===== src/rtl/mult_pkg.sv =====
// Shared types and constants for the sequential shift-add multiplier.
package mult_pkg;

  typedef enum logic [1:0] {
    IDLE,
    CALC,
    HOLD
  } state_t;

  localparam int MULT_N = 16;

  // Iteration counter must hold the value N after the last CALC cycle.
  function automatic int cnt_width(input int n);
    return $clog2(n + 1);
  endfunction

endpackage


===== src/rtl/add_nbits.sv =====
// N-bit unsigned adder with carry-out for the partial-product add.
module add_nbits #(
  parameter int N = 16
) (
  input  logic [N-1:0] a,
  input  logic [N-1:0] b,
  output logic [N-1:0] sum,
  output logic         cout
);

  assign {cout, sum} = {1'b0, a} + {1'b0, b};

endmodule


===== src/rtl/seq_mult_core.sv =====
// Unsigned shift-add multiplier: one partial product per clock, N cycles per
// product, valid/ready handshakes on both the operand and the result side.
module seq_mult_core
  import mult_pkg::*;
#(
  parameter int N = MULT_N
) (
  input  logic           clk,
  input  logic           rst,
  input  logic           in_valid,
  output logic           in_ready,
  input  logic [N-1:0]   a_in,
  input  logic [N-1:0]   b_in,
  output logic           out_valid,
  input  logic           out_ready,
  output logic [2*N-1:0] product,
  output logic           busy
);

  localparam int CW = cnt_width(N);

  state_t         state;
  state_t         state_next;
  logic [N-1:0]   m_reg;
  logic [2*N-1:0] acc;
  logic [CW-1:0]  cnt;
  logic [N-1:0]   addend;
  logic [N-1:0]   sum;
  logic           carry;
  logic [2*N-1:0] acc_shift;
  logic           last;
  logic           load;

  // The adder carry-out is the accumulator's top bit; the same-cycle shift
  // absorbs it, so only 2N bits need to be stored between iterations.
  assign addend    = acc[0] ? m_reg : '0;
  assign acc_shift = {carry, sum, acc[N-1:1]};
  assign last      = (cnt == CW'(N - 1));
  assign load      = in_valid & in_ready;

  add_nbits #(.N(N)) u_add (
    .a    (acc[2*N-1:N]),
    .b    (addend),
    .sum  (sum),
    .cout (carry)
  );

  always_comb begin
    state_next = state;
    in_ready   = 1'b0;
    out_valid  = 1'b0;
    busy       = 1'b0;
    case (state)
      IDLE: begin
        in_ready = rst;
        if (in_valid) state_next = CALC;
      end
      CALC: begin
        busy = 1'b1;
        if (last) state_next = HOLD;
      end
      HOLD: begin
        out_valid = 1'b1;
        in_ready  = out_ready;
        if (out_ready) state_next = in_valid ? CALC : IDLE;
      end
      default: state_next = IDLE;
    endcase
  end

  always_ff @(posedge clk or negedge rst) begin
    if (!rst) begin
      state   <= IDLE;
      m_reg   <= '0;
      acc     <= '0;
      cnt     <= '0;
      product <= '0;
    end else begin
      state <= state_next;
      if (load) begin
        m_reg <= a_in;
        acc   <= {{N{1'b0}}, b_in};
        cnt   <= '0;
      end else if (state == CALC) begin
        acc <= acc_shift;
        cnt <= cnt + CW'(1);
        if (last) product <= acc_shift;
      end
    end
  end

endmodule


===== config.mk =====
export PLATFORM = sky130hd
export DESIGN_NAME = seq_mult_core
export DESIGN_NICKNAME = d
export VERILOG_FILES = /design/src/rtl/mult_pkg.sv /design/src/rtl/add_nbits.sv /design/src/rtl/seq_mult_core.sv
export SDC_FILE = /design/constraint.sdc
export NUM_CORES = 1
export LEC_CHECK = 0
export BUFFER_PORTS_ARGS = -buffer_cell sky130_fd_sc_hd__buf_2
export CORE_MARGIN = 5
export CORE_UTILIZATION = 56
export CTS_CLUSTER_SIZE = 16
export DETAILED_ROUTE_END_ITERATION = 8
export GPL_TIMING_DRIVEN = 0
export HOLD_SLACK_MARGIN = 0.03
export PLACE_DENSITY = 0.79
export SYNTH_ARGS = -nofsm -noshare
export SYNTH_HDL_FRONTEND = slang
export SYNTH_SLANG_ARGS = --single-unit

===== constraint.sdc =====
create_clock -name clk -period 3.65 [get_ports clk]
set_input_delay 0.365 -clock clk [delete_from_list [all_inputs] [get_ports clk]]
set_output_delay 0.365 -clock clk [all_outputs]
set_load 0.005 [all_outputs]

; Yosys cells after proc, flatten, opt, wreduce, memory -nomap -nowiden
; Index checks and enable logic that the tools add are counted.
[word_totals]
word_cells = 32
regBits = 87
ram_bits = 0
mem_count = 0
out_inout_bits = 35
latchBits = 0
in_bits = 36
rom_bits = 0
[op_classes]
add_sub_neg = 2
reduce_logical = 4
mul = 0
eq_ne = 6
n_lt_le_gt_ge = 0
div_mod_pow = 0
shift = 0
bitwise_logic = 2
n_mux = 13
[ops]
columns = op, n
row1 = 32-bit 2-to-1 mux, 2
row2 = 16-bit by 16-bit adder with 17-bit output, 1
row3 = 16-bit 2-to-1 mux, 1
row4 = 5-bit 2-to-1 mux, 2
row5 = 2-bit 2-to-1 mux, 3
row6 = 2-bit != test (second input constant), 3
row7 = 2-bit case mux with 3 select lines, 1
row8 = 3-bit AND reduction, 2
row9 = 5-bit by 1-bit adder with 5-bit output (second input constant), 1
row10 = 5-bit by 4-bit == test with 1-bit output (second input constant), 1
row11 = 1-bit 2-to-1 mux, 3
row12 = 2-bit by 1-bit == test with 1-bit output (second input constant), 1
row13 = 2-bit == test (second input constant), 1
row14 = 2-bit logical NOT, 1
row15 = 1-bit case mux with 2 select lines, 1
row16 = 2-bit nonzero test, 1
row17 = 1-bit bitwise AND, 1
row18 = 1-bit NOT, 1

; Longest topological paths before layout
[logic_depth]
ltp_word = 5
mapped_depth = 10
depth_no_buf = 9

; Hierarchy
; Synthesis repeated with hierarchy kept, for this count alone.
[hier_totals]
cells_unflattened = 385
area_unflattened_um2 = 4564.4
[by_module_without_submodules]
columns = module, cells_each, area_per_inst_um2, seq_area_each_um2, instances
row1 = seq_mult_core, 275, 3708.6, 2177.1, 1
row2 = add_nbits, 110, 855.8, 0.0, 1

; Worst setup path before layout
; OpenSTA, ideal clock, no wires.
[synth_timing]
path_type = flip-flop to flip-flop
startpoint = register acc[0]
endpoint = register acc[31]
n_path_buf = 1
period_less_slack_ns = 2.624
arrival_ns = 2.485
setup_ns = 0.139
stages_incl_launch_ff = 11
slack_ns = 1.026
required_time_ns = 3.511
path_cell_list = dfrtp_1 > clkbuf_1 > and2_1 > ha_1 > fa_1 > a211o_1 > a211oi_2 > or3_4 > a21oi_4 > a311oi_2 > a21oi_1
[synth_between]
elab_chain_cells = 4
[synth_rtl]
columns = element, line
row1 = "start, declared", seq_mult_core.sv:25  ; logic [2*N-1:0] acc;
row2 = "start signal, assigned", seq_mult_core.sv:82  ; acc <= {{N{1'b0}}, b_in};
row3 = "start signal, assigned", seq_mult_core.sv:85  ; acc <= acc_shift;
row4 = 16-bit 2-to-1 mux, seq_mult_core.sv:36  ; assign addend = acc[0] ? m_reg : '0;
row5 = 16-bit by 16-bit adder with 17-bit output, add_nbits.sv:11  ; assign {cout, sum} = {1'b0, a} + {1'b0, b};
row6 = 32-bit 2-to-1 mux, seq_mult_core.sv:84  ; end else if (state == CALC) begin
row7 = 32-bit 2-to-1 mux, seq_mult_core.sv:80  ; if (load) begin
; No other way between the ends. The select of a mux whose other input is x is not followed.
; A chain may end at the register's enable or synchronous reset.

; Final worst setup path
; Ends and elaborated chain as after synthesis.

==> impl_metrics.env <==
export IMPL_status="finished clean"
export IMPL_yosysTopAreaCell="dfrtp_1"
export IMPL_final_area_sq_um=4980
export IMPL_share_comb_of_total_power_pct=44.4
export IMPL_yosys_warnings=0
export IMPL_cts_htree_levels=3
export IMPL_clk_pin_slew_ps=90
export IMPL_drive_above_1_share_pct=22.1
export IMPL_start_kind="flip-flop"
export IMPL_ctsResizeCount=0
export IMPL_gp_congestion=0.900
export IMPL_grt_util_all_layers_pct=22.2
export IMPL_fin_crit_sh_pct=86.6
export IMPL_routedWlPerCell_microns=15.7
export IMPL_die_area_sq_um=9460
export IMPL_synth_avg_cell_area_sq_um=9.64
export IMPL_cts_buffers=9
export IMPL_cp_data_required_time_ps=3870
export IMPL_grt_pass1_vias=3541
export IMPL_nNetsFinal=580
export IMPL_setup_viol=0
export IMPL_vias=3507
export IMPL_post_cts_buffers=0
export IMPL_ir_worst_vdd_uv=450
export IMPL_vias_per_cell=5.58
export IMPL_drtIter0Drc=263
export IMPL_hp_start="a_in[14]"
export IMPL_rsz0062_at_grt="no"
export IMPL_maxSlewViolCount=0
export IMPL_whs_path_depth=3
export IMPL_die_width_microns=97.2
export IMPL_dr_pass1_iters=4
export IMPL_clock_path_buffers=2
export IMPL_grt_overflow_total=0
export IMPL_clkLatencyLatePin_ps=360
export IMPL_dieHeight_microns=97.2
export IMPL_cts_root_buf="clkbuf_8"
export IMPL_timing_rr_start="acc[0]"
export IMPL_synthArstFlopShare_pct=100
export IMPL_pwr_density_cell_nw_per_um2=855
export IMPL_reg2reg_to="acc[31]"
export IMPL_synth_main_ff_cell="dfrtp_1"
export IMPL_finalHoldViolations=0
export IMPL_p_leak_nw=2.52
export IMPL_tns_ps=0
export IMPL_finalClockSkew_ps=8.80
export IMPL_cp_arrival_ps=3380
export IMPL_drt_wl_total_microns=9900
export IMPL_tritoncts="done"
export IMPL_pin_count=71
export IMPL_synth_edf_count=0
export IMPL_cp_max_fo=10
export IMPL_clockPowerShare_pct=16.1
export IMPL_syn_area_sq_um=4260
export IMPL_hold_path_class="input pin to flip-flop"
export IMPL_n_antenna_cell=0
export IMPL_antenna_found_initial=0
export IMPL_ys_ff_latch=87
export IMPL_hpwl_microns=7070
export IMPL_syn_nets=497
export IMPL_row_count=31
export IMPL_worstRegToRegCells=10
export IMPL_synth_cells=442
export IMPL_maxCapViolations=0
export IMPL_hold_path_end="m_reg[14]"
export IMPL_cts_sinks=87
export IMPL_crit_path_end_kind="flip-flop"
export IMPL_period_minus_slack_ps=3160
export IMPL_drcViolationCount=0
export IMPL_power_internal_w=0.00254
export IMPL_fmax_mhz=316
export IMPL_grt_max_degree=56
export IMPL_initial_core_util_pct=58.1
export IMPL_relSlewSlack_pct=58.9
export IMPL_seqPwrFrac_pct=39.4
export IMPL_grt_pass1_wl_microns=17000
export IMPL_synthToLayoutAreaGrowth_pct=16.9
export IMPL_detail_route_antenna_nets=0
export IMPL_synth_top_area_share_pct=51.1
export IMPL_port_buffers=70
export IMPL_path_class="flip-flop to flip-flop"
export IMPL_switching_share_pct=40.4
export IMPL_synthTopCellsByArea="dfrtp_1, nand2_1, ha_1, mux2_2, o21ai_0"
export IMPL_yosysSeqAreaShare_pct=51.1
export IMPL_core_sq_um=7330
export IMPL_power_switching_w=0.00172
export IMPL_synth_cell_types=47
export IMPL_reg2reg_slack_ps=490
export IMPL_post_dp_cell_area_sq_um=4770
export IMPL_worst_pin_slew_ps=616
==> repair_timing <==
item	4_1_cts	5_1_grt
hold endpoints to repair	33	0
hold buffers	1	0
endpoints found under the setup margin	0	0
==> through the flow <==
| step | utilization [%] | setup slack [ps] | total power, W | hold slack (ps) | std cells |
|---|---|---|---|---|---|
| 2_1_floorplan | - | 1030 | 0.00298 | 69.4 | 442 |
| 3_3_place_gp | 64.6 | 281 | 0.00350 | 454 | 611 |
| 3_5_place_dp | 65.0 | 534 | 0.00358 | 347 | 612 |
| 4_1_cts | 68.0 | 504 | 0.00428 | 180 | 629 |
| 5_1_grt | 68.0 | 328 | 0.00465 | 183 | 629 |
| 6_report | 68.0 | 489 | 0.00426 | 191 | 629 |
==> cell type report <==
class | instances | area (sq um)
timing repair buffer | 72 | 390
sequential | 87 | 2180
inverter | 5 | 18.8
clock inverter | 6 | 67.6
clock buffer | 10 | 138
tap | 99 | 124
fill | 596 | 2350
multi-input combinational | 327 | 1970
buffer | 23 | 95.1
==> metal layers <==
metal  routed length [microns]  vias up  GRT usage (%)
li1                          -     1698              -
met2                      4720      113           34.7
met1                      4260     1680           29.9
met4                       191        0           8.95
met5                         0        -              0
met3                       722       16           5.53
==> cells by family after synthesis <==
kind of cell,synth area share [%]
adder cells (fa/ha/maj),5.75
multiplexers,4.46
AND/OR/NAND/NOR,19.6
XOR/XNOR,2.47
AO/OA/AOI/OAI,13.9
buffers and inverters,2.67
flip-flops,51.1
==> Yosys cell counts, types with 2 or more instances <==
cell type  number
and2_1         18
o22ai_1         2
nand3_1        21
dfrtp_1        87
a22oi_1        14
buf_2           6
xor2_1          5
o21ai_0        30
xnor2_1         7
a21oi_1        17
o31ai_1         5
nor3_1          5
o21bai_1        2
ha_1           18
o21a_1          3
nand4b_1        2
inv_1           4
mux2_2         16
a31oi_1         2
buf_1           2
nor2b_1         2
nand2_1       114
nor2_1         14
o211ai_1        2
nand4_1         5
a21o_1          5
clkbuf_1       14
==> worst max-delay path by stage <==
stage                      start      end  slack [ps]
after floorplan           acc[0]  acc[31]        1030
after global placement       rst   cnt[1]         280
after detailed placement  acc[0]  acc[31]         530
after CTS                 acc[0]  acc[31]         500
after global routing      acc[0]  acc[25]         330
final                     acc[0]  acc[31]         490
==> layout by cell type (no fill, tap or decap), drive strengths merged, types with 3 or more instances in the layout <==
cell / Yosys / routed
mux2: 16 / 16
clkinv: 1 / 3
and2: 19 / 19
nand4: 5 / 5
nor2: 15 / 15
xor2: 5 / 5
nand3: 21 / 21
inv: 4 / 5
dfrtp: 87 / 87
xnor2: 7 / 7
nand2: 114 / 114
a22oi: 14 / 14
ha: 18 / 18
buf: 8 / 79
o21a: 3 / 3
o21ai: 31 / 31
a21oi: 18 / 18
nor3: 5 / 5
clkbuf: 15 / 25
o31ai: 5 / 5
a21o: 5 / 5
==> worst max-delay path, cell delays in order, from the launching register on <==
cell      delay, ps
dfrtp_1         490
clkbuf_1        280
and2_1          210
ha_1            210
fa_1            430
a211o_1         350
a211oi_2        320
or3_4           210
a21oi_4          70
a311oi_2        330
a21oi_1         100
==> power by group through the flow <==
| stage | registers [W] | logic (W) | clock network, W |
|---|---|---|---|
| global placement | 0.00167 | 0.00183 | 0 |
| detailed placement | 0.00169 | 0.00189 | 0 |
| finish | 0.00168 | 0.00189 | 0.000688 |
| CTS | 0.00168 | 0.00190 | 0.000700 |
| floorplan | 0.00164 | 0.00134 | 0 |
| global route | 0.00174 | 0.00217 | 0.000745 |
No activity file was read; power rests on OpenSTA's default activity.
